### src/rtl/pc_pkg.sv
// ============================================================================
// Module   : pc_pkg
// Brief    : Shared types and default constants for the KGPMini PC stage.
// Revision : 1.0 - initial release
// ============================================================================
`default_nettype none

package pc_pkg;

  // Sequencer life cycle: BOOT for one edge after reset, then RUN until HALT.
  typedef enum logic [1:0] {
    BOOT = 2'd0,
    RUN  = 2'd1,
    HALT = 2'd2
  } pc_state_t;

  // Which source feeds the PC register on the coming edge.
  typedef enum logic [1:0] {
    SEL_HOLD = 2'd0,
    SEL_SEQ  = 2'd1,
    SEL_BR   = 2'd2,
    SEL_JMP  = 2'd3
  } pc_sel_t;

  localparam logic [31:0] DEF_RESET_PC = 32'h0000_0000;
  localparam logic [31:0] DEF_PC_INC   = 32'd4;

endpackage : pc_pkg

`default_nettype wire

### src/rtl/pc_next_mux.sv
// ============================================================================
// Module   : pc_next_mux
// Brief    : Combinational next-PC / next-state priority selection
//            (halt > jump > branch_taken > sequential; stall freezes all).
// Revision : 1.0 - initial release
// ============================================================================
`default_nettype none

module pc_next_mux
  import pc_pkg::*;
#(
  parameter int unsigned ADDR_W = 32
) (
  input  pc_state_t          state,
  input  logic               stall,
  input  logic               halt,
  input  logic               jump,
  input  logic               branch_taken,
  input  logic [ADDR_W-1:0]  jump_target,
  input  logic [ADDR_W-1:0]  branch_target,
  input  logic [ADDR_W-1:0]  pc,
  input  logic [ADDR_W-1:0]  seq_pc,
  output pc_state_t          next_state,
  output logic [ADDR_W-1:0]  next_pc,
  output pc_sel_t            sel
);

  // Targets are forced onto a word boundary; no misalignment trap exists.
  localparam logic [ADDR_W-1:0] ALIGN_MASK = ~ADDR_W'(3);

  // Priority decode of the next PC source and the next FSM state.
  always_comb begin
    next_state = state;
    next_pc    = pc;
    sel        = SEL_HOLD;
    case (state)
      BOOT: begin
        next_state = RUN;
      end
      RUN: begin
        if (stall) begin
          sel = SEL_HOLD;
        end else if (halt) begin
          next_state = HALT;
        end else if (jump) begin
          sel     = SEL_JMP;
          next_pc = jump_target & ALIGN_MASK;
        end else if (branch_taken) begin
          sel     = SEL_BR;
          next_pc = branch_target & ALIGN_MASK;
        end else begin
          sel     = SEL_SEQ;
          next_pc = seq_pc;
        end
      end
      HALT: begin
        next_state = HALT;
      end
      default: begin
        next_state = BOOT;
      end
    endcase
  end

endmodule : pc_next_mux

`default_nettype wire

### src/rtl/pc_sequencer.sv
// ============================================================================
// Module   : pc_sequencer
// Brief    : Program-counter stage: holds the PC, picks the next fetch
//            address, raises fetch_valid / flush / halted.
//            Optional macro PC_SEQ_PERF_CNT_EN adds a saturating
//            redirect_count output.
// Revision : 1.0 - initial release
// ============================================================================
`default_nettype none

module pc_sequencer
  import pc_pkg::*;
#(
  parameter int unsigned       ADDR_W   = 32,
  parameter logic [ADDR_W-1:0] RESET_PC = ADDR_W'(DEF_RESET_PC),
  parameter logic [ADDR_W-1:0] PC_INC   = ADDR_W'(DEF_PC_INC)
) (
  input  logic              clk,
  input  logic              rst_n,
  input  logic              stall,
  input  logic              branch_taken,
  input  logic [ADDR_W-1:0] branch_target,
  input  logic              jump,
  input  logic [ADDR_W-1:0] jump_target,
  input  logic              halt,
  output logic [ADDR_W-1:0] pc,
  output logic [ADDR_W-1:0] pc_plus_inc,
  output logic              fetch_valid,
  output logic              flush,
  output logic              halted
`ifdef PC_SEQ_PERF_CNT_EN
  ,
  output logic [31:0]       redirect_count
`endif
);

  pc_state_t         state;
  pc_state_t         next_state;
  pc_sel_t           sel;
  logic [ADDR_W-1:0] next_pc;
  logic              flush_q;
  logic              next_flush;

  // Link value; also the sequential candidate (wraps modulo 2^ADDR_W).
  assign pc_plus_inc = pc + PC_INC;

  pc_next_mux #(
    .ADDR_W (ADDR_W)
  ) u_next_mux (
    .state         (state),
    .stall         (stall),
    .halt          (halt),
    .jump          (jump),
    .branch_taken  (branch_taken),
    .jump_target   (jump_target),
    .branch_target (branch_target),
    .pc            (pc),
    .seq_pc        (pc_plus_inc),
    .next_state    (next_state),
    .next_pc       (next_pc),
    .sel           (sel)
  );

  // Flush follows any non-sequential decision in RUN (halt, jump, branch);
  // a stalled RUN cycle keeps the previous flush value.
  always_comb begin
    next_flush = 1'b0;
    if (state == RUN) begin
      next_flush = stall ? flush_q : (sel != SEL_SEQ);
    end
  end

  // State, PC and flush registers.
  always_ff @(posedge clk or negedge rst_n) begin
    if (!rst_n) begin
      state   <= BOOT;
      pc      <= RESET_PC;
      flush_q <= 1'b0;
    end else begin
      state   <= next_state;
      pc      <= next_pc;
      flush_q <= next_flush;
    end
  end

  assign fetch_valid = (state == RUN);
  assign halted      = (state == HALT);
  // A stalled cycle must not squash anything downstream.
  assign flush       = flush_q & ~(stall & (state == RUN));

`ifdef PC_SEQ_PERF_CNT_EN
  logic redirect;
  assign redirect = (sel == SEL_JMP) || (sel == SEL_BR);

  // Saturating count of accepted jumps and taken branches.
  always_ff @(posedge clk or negedge rst_n) begin
    if (!rst_n) begin
      redirect_count <= 32'd0;
    end else if (redirect && (redirect_count != 32'hFFFF_FFFF)) begin
      redirect_count <= redirect_count + 32'd1;
    end
  end
`endif

endmodule : pc_sequencer

`default_nettype wire

### config.mk
export PLATFORM = sky130hd
export DESIGN_NAME = pc_sequencer
export DESIGN_NICKNAME = d
export VERILOG_FILES = /design/src/rtl/pc_pkg.sv /design/src/rtl/pc_next_mux.sv /design/src/rtl/pc_sequencer.sv
export SDC_FILE = /design/constraint.sdc
export NUM_CORES = 1
export LEC_CHECK = 0
export CAP_MARGIN = 20
export CELL_PAD_IN_SITES_DETAIL_PLACEMENT = 0
export CELL_PAD_IN_SITES_GLOBAL_PLACEMENT = 2
export CORE_AREA = 2 2 113 115
export CTS_CLUSTER_DIAMETER = 100
export CTS_CLUSTER_SIZE = 16
export DETAILED_ROUTE_END_ITERATION = 6
export DIE_AREA = 0 0 115 117
export GPL_TIMING_DRIVEN = 0
export PLACE_DENSITY_LB_ADDON = 0.1
export SYNTH_ARGS = -nofsm -noshare
export SYNTH_HDL_FRONTEND = slang
export SYNTH_SLANG_ARGS = --single-unit
### constraint.sdc
create_clock -name clk -period 3.9 [get_ports clk]
set_clock_uncertainty 0.05 [all_clocks]
set_input_delay 0.78 -clock clk [delete_from_list [all_inputs] [get_ports clk]]
set_output_delay 0.78 -clock clk [all_outputs]
set_load 0.02 [all_outputs]
==> flow_summary.ini <==
[yosys]
ys_seq_area_share_pct = 28.8
synth-edff-count = 0
ys_seq_elements = 33
yosys.area.top_type_share_pct = 28.8
yosysTopAreaCell = dfrtp_1
synth_cell_type_count = 46
synth_area_leaders = dfrtp_1, xnor2_1, nand2_1
syn_area_mm2 = 0.00287
synthFlopType = dfrtp_1
synth_warnings = 0
async_flop_share_pct = 100
syn_avg_cell_area_um2 = 7.84
syn_inst = 366

[critical_path]
path_class = reg2out
crit_required_ns = 3.07
arrival_ns = 2.83
crit_cells = 8
cpMostUsedCell = buf_4
cp_cell_sequence = ha_2 -> nand3_2 -> nor4_2 -> buf_4 -> buf_4 -> nand3_1 -> xnor2_1 -> clkdlybuf4s50_1
start_kind = flop
cp_top_family = buffers and inverters
max_stage_delay_ns = 0.62
rr_worst_depth = 8
crit_buf_inv = 3
cp-end-kind = output port
cp_max_fo = 10
cpMaxStageDelayCell = clkdlybuf4s50_1

[drt]
drtIter0Drc = 168
via_per_inst = 5.05
drtPass1Iterations = 5
wire_per_inst_um = 19.1
drt_wl_total_um = 12500
vias = 3313
drc = 0
ant_nets = 0

[power]
seq_power_share_pct = 22.5
clock_power_share_pct = 12.6
total_leakage_power_nw = 1.73
power_density_mw_per_mm2 = 691
peakVddDrop_mv = 0.244
power.switching_mw = 1.49
p_int_mw = 1.65
p_sw_share_pct = 47.5
combPwrFrac_pct = 64.9

[grt]
grt_overflow = 0
grt_pass1_wl_um = 19200
grt_pass1_vias = 3454
antenna_found_initial = 0
grtUsageTotal_pct = 18.7
grt_start_max_net_pins = 34

[die]
die_w_um = 115
dieArea_mm2 = 0.0135
core_mm2 = 0.0123
fp.dieH_um = 117
rows = 41
io_pins = 137
start_util_pct = 23.3

[clock_network]
post-cts-setup-buffers = 0
cts_buffers = 5
cts_max_level = 2
clock_tree.root_cell = clkbuf_16
clock_sinks = 33
cts_buffer_depth = 2
cts_tree = built
clk_pin_slew_ns = 0.06
insertion_delay_ns = 0.28

[placement]
place_hpwl_um = 9570
place.gp.congestion = 0.788
placed_cell_area_mm2 = 0.00437
port_buffers = 128
placedCellCount = 648

[timing]
finalSetupViolations = 0
fin_crit_ns = 3.66
finalMaxSlewViolations = 0
slew_headroom_pct = 51.2
period_share_pct = 93.9
finalHoldViolCount = 0
worst-slew-pin-transition_ns = 0.733
fmax_ghz = 0.273

[final_layout]
drive_above_1_share_pct = 7.71
n_antenna_cell = 0
final_common_cell = clkdlybuf4s50_1
layout_common_cells = clkdlybuf4s50_1, nand2_1, dfrtp_1
nets = 579
design_area_mm2 = 0.00454
syn2layout_area_growth_pct = 58.3
fin_cells = 656

[run]
drv_cap = 0

[hold_path]
hold_class = in2async

[status]
status = completed
worst reg2reg max path: cells and delay by family, from the launching register on:
kind            cells  cell delay, ns
compound gates      1            0.18
fa+ha+maj           1            0.23
buf+inv             5            1.45
flops               1            0.35
simple gates        1            0.18
final cells by class:
class	instances	area, µm²
Clock buffer	8	136
Fill cell	1329	7770
Sequential cell	33	827
Inverter	11	41.3
Buffer	39	186
Multi-Input combinational cell	286	1870
Tap cell	150	188
Timing Repair Buffer	129	1300
power by group through the flow:
stage	registers (mW)	clock network, mW	logic (mW)
finish	0.706	0.396	2.04
global route	0.738	0.421	2.21
CTS	0.707	0.406	2.03
detailed placement	0.709	0	2.02
global placement	0.709	0	2.01
floorplan	0.823	0	0.967
sequential cells by signal, indices dropped and copies added, names as in the netlist:
register,flops
state,2
flush_q,1
pc,30
stage by stage:
stage | TNS (ns) | setup WS (ns) | hold WS (ns) | utilization, % | total power [mW]
floorplan | 0 | 0.964 | 0.434 | - | 1.79
global placement | 0 | 0.116 | 0.511 | 35.3 | 2.72
detailed placement | 0 | 0.120 | 0.532 | 35.5 | 2.73
CTS | 0 | 0.0331 | 0.419 | 36.7 | 3.14
global route | -0.00279 | -0.00279 | 0.431 | 36.9 | 3.36
finish | 0 | 0.236 | 0.410 | 36.9 | 3.14
kinds of logic (layout without fill, tap and decap cells):
family | after synthesis | after routing | synth area share, %
DFF | 33 | 33 | 28.8
other | 1 | 4 | 0.131
AOI/OAI and AO/OA | 104 | 104 | 25.2
and+or+nand+nor | 139 | 139 | 25.3
buffers and inverters | 50 | 187 | 7.85
xor gates and xnor gates | 28 | 28 | 8.54
adders and majority gates | 4 | 4 | 1.74
muxes | 7 | 7 | 2.44
layer usage:
| layer | global-route usage [%] | wire length [µm] | vias to the layer above |
|---|---|---|---|
| met5 | 0 | 0 | - |
| met4 | 4.02 | 74 | 0 |
| met3 | 3.14 | 668 | 6 |
| met2 | 32.4 | 6120 | 94 |
| met1 | 24.7 | 5650 | 1572 |
| li1 | - | - | 1641 |
Yosys cell counts, types with 10 or more instances:
cell	number
nand2_1	35
dfrtp_1	33
o21ai_0	25
clkbuf_1	21
nand3_1	21
nor3_1	21
xnor2_1	19
a21oi_1	17
nor2_1	17
inv_1	11
buf_2	10
worst paths after layout:
path / from / to / slack, ns
max in group asynchronous: rst_n / pc[2] / 3.18
max reg2reg: state[1] / pc[13] / 1.32
min in group clk: flush_q / flush_q / 0.54
min reg2reg: flush_q / flush_q / 0.54
min: rst_n / state[0] / 0.41
max: pc[3] / pc_plus_inc[28] / 0.24
what timing repair did:
item	in CTS	in global routing
hold buffers	0	0
gates resized for setup	2	8
pin swaps	0	0
setup endpoints to repair	5	7
Note: power is estimated with default switching activity, not from simulation.
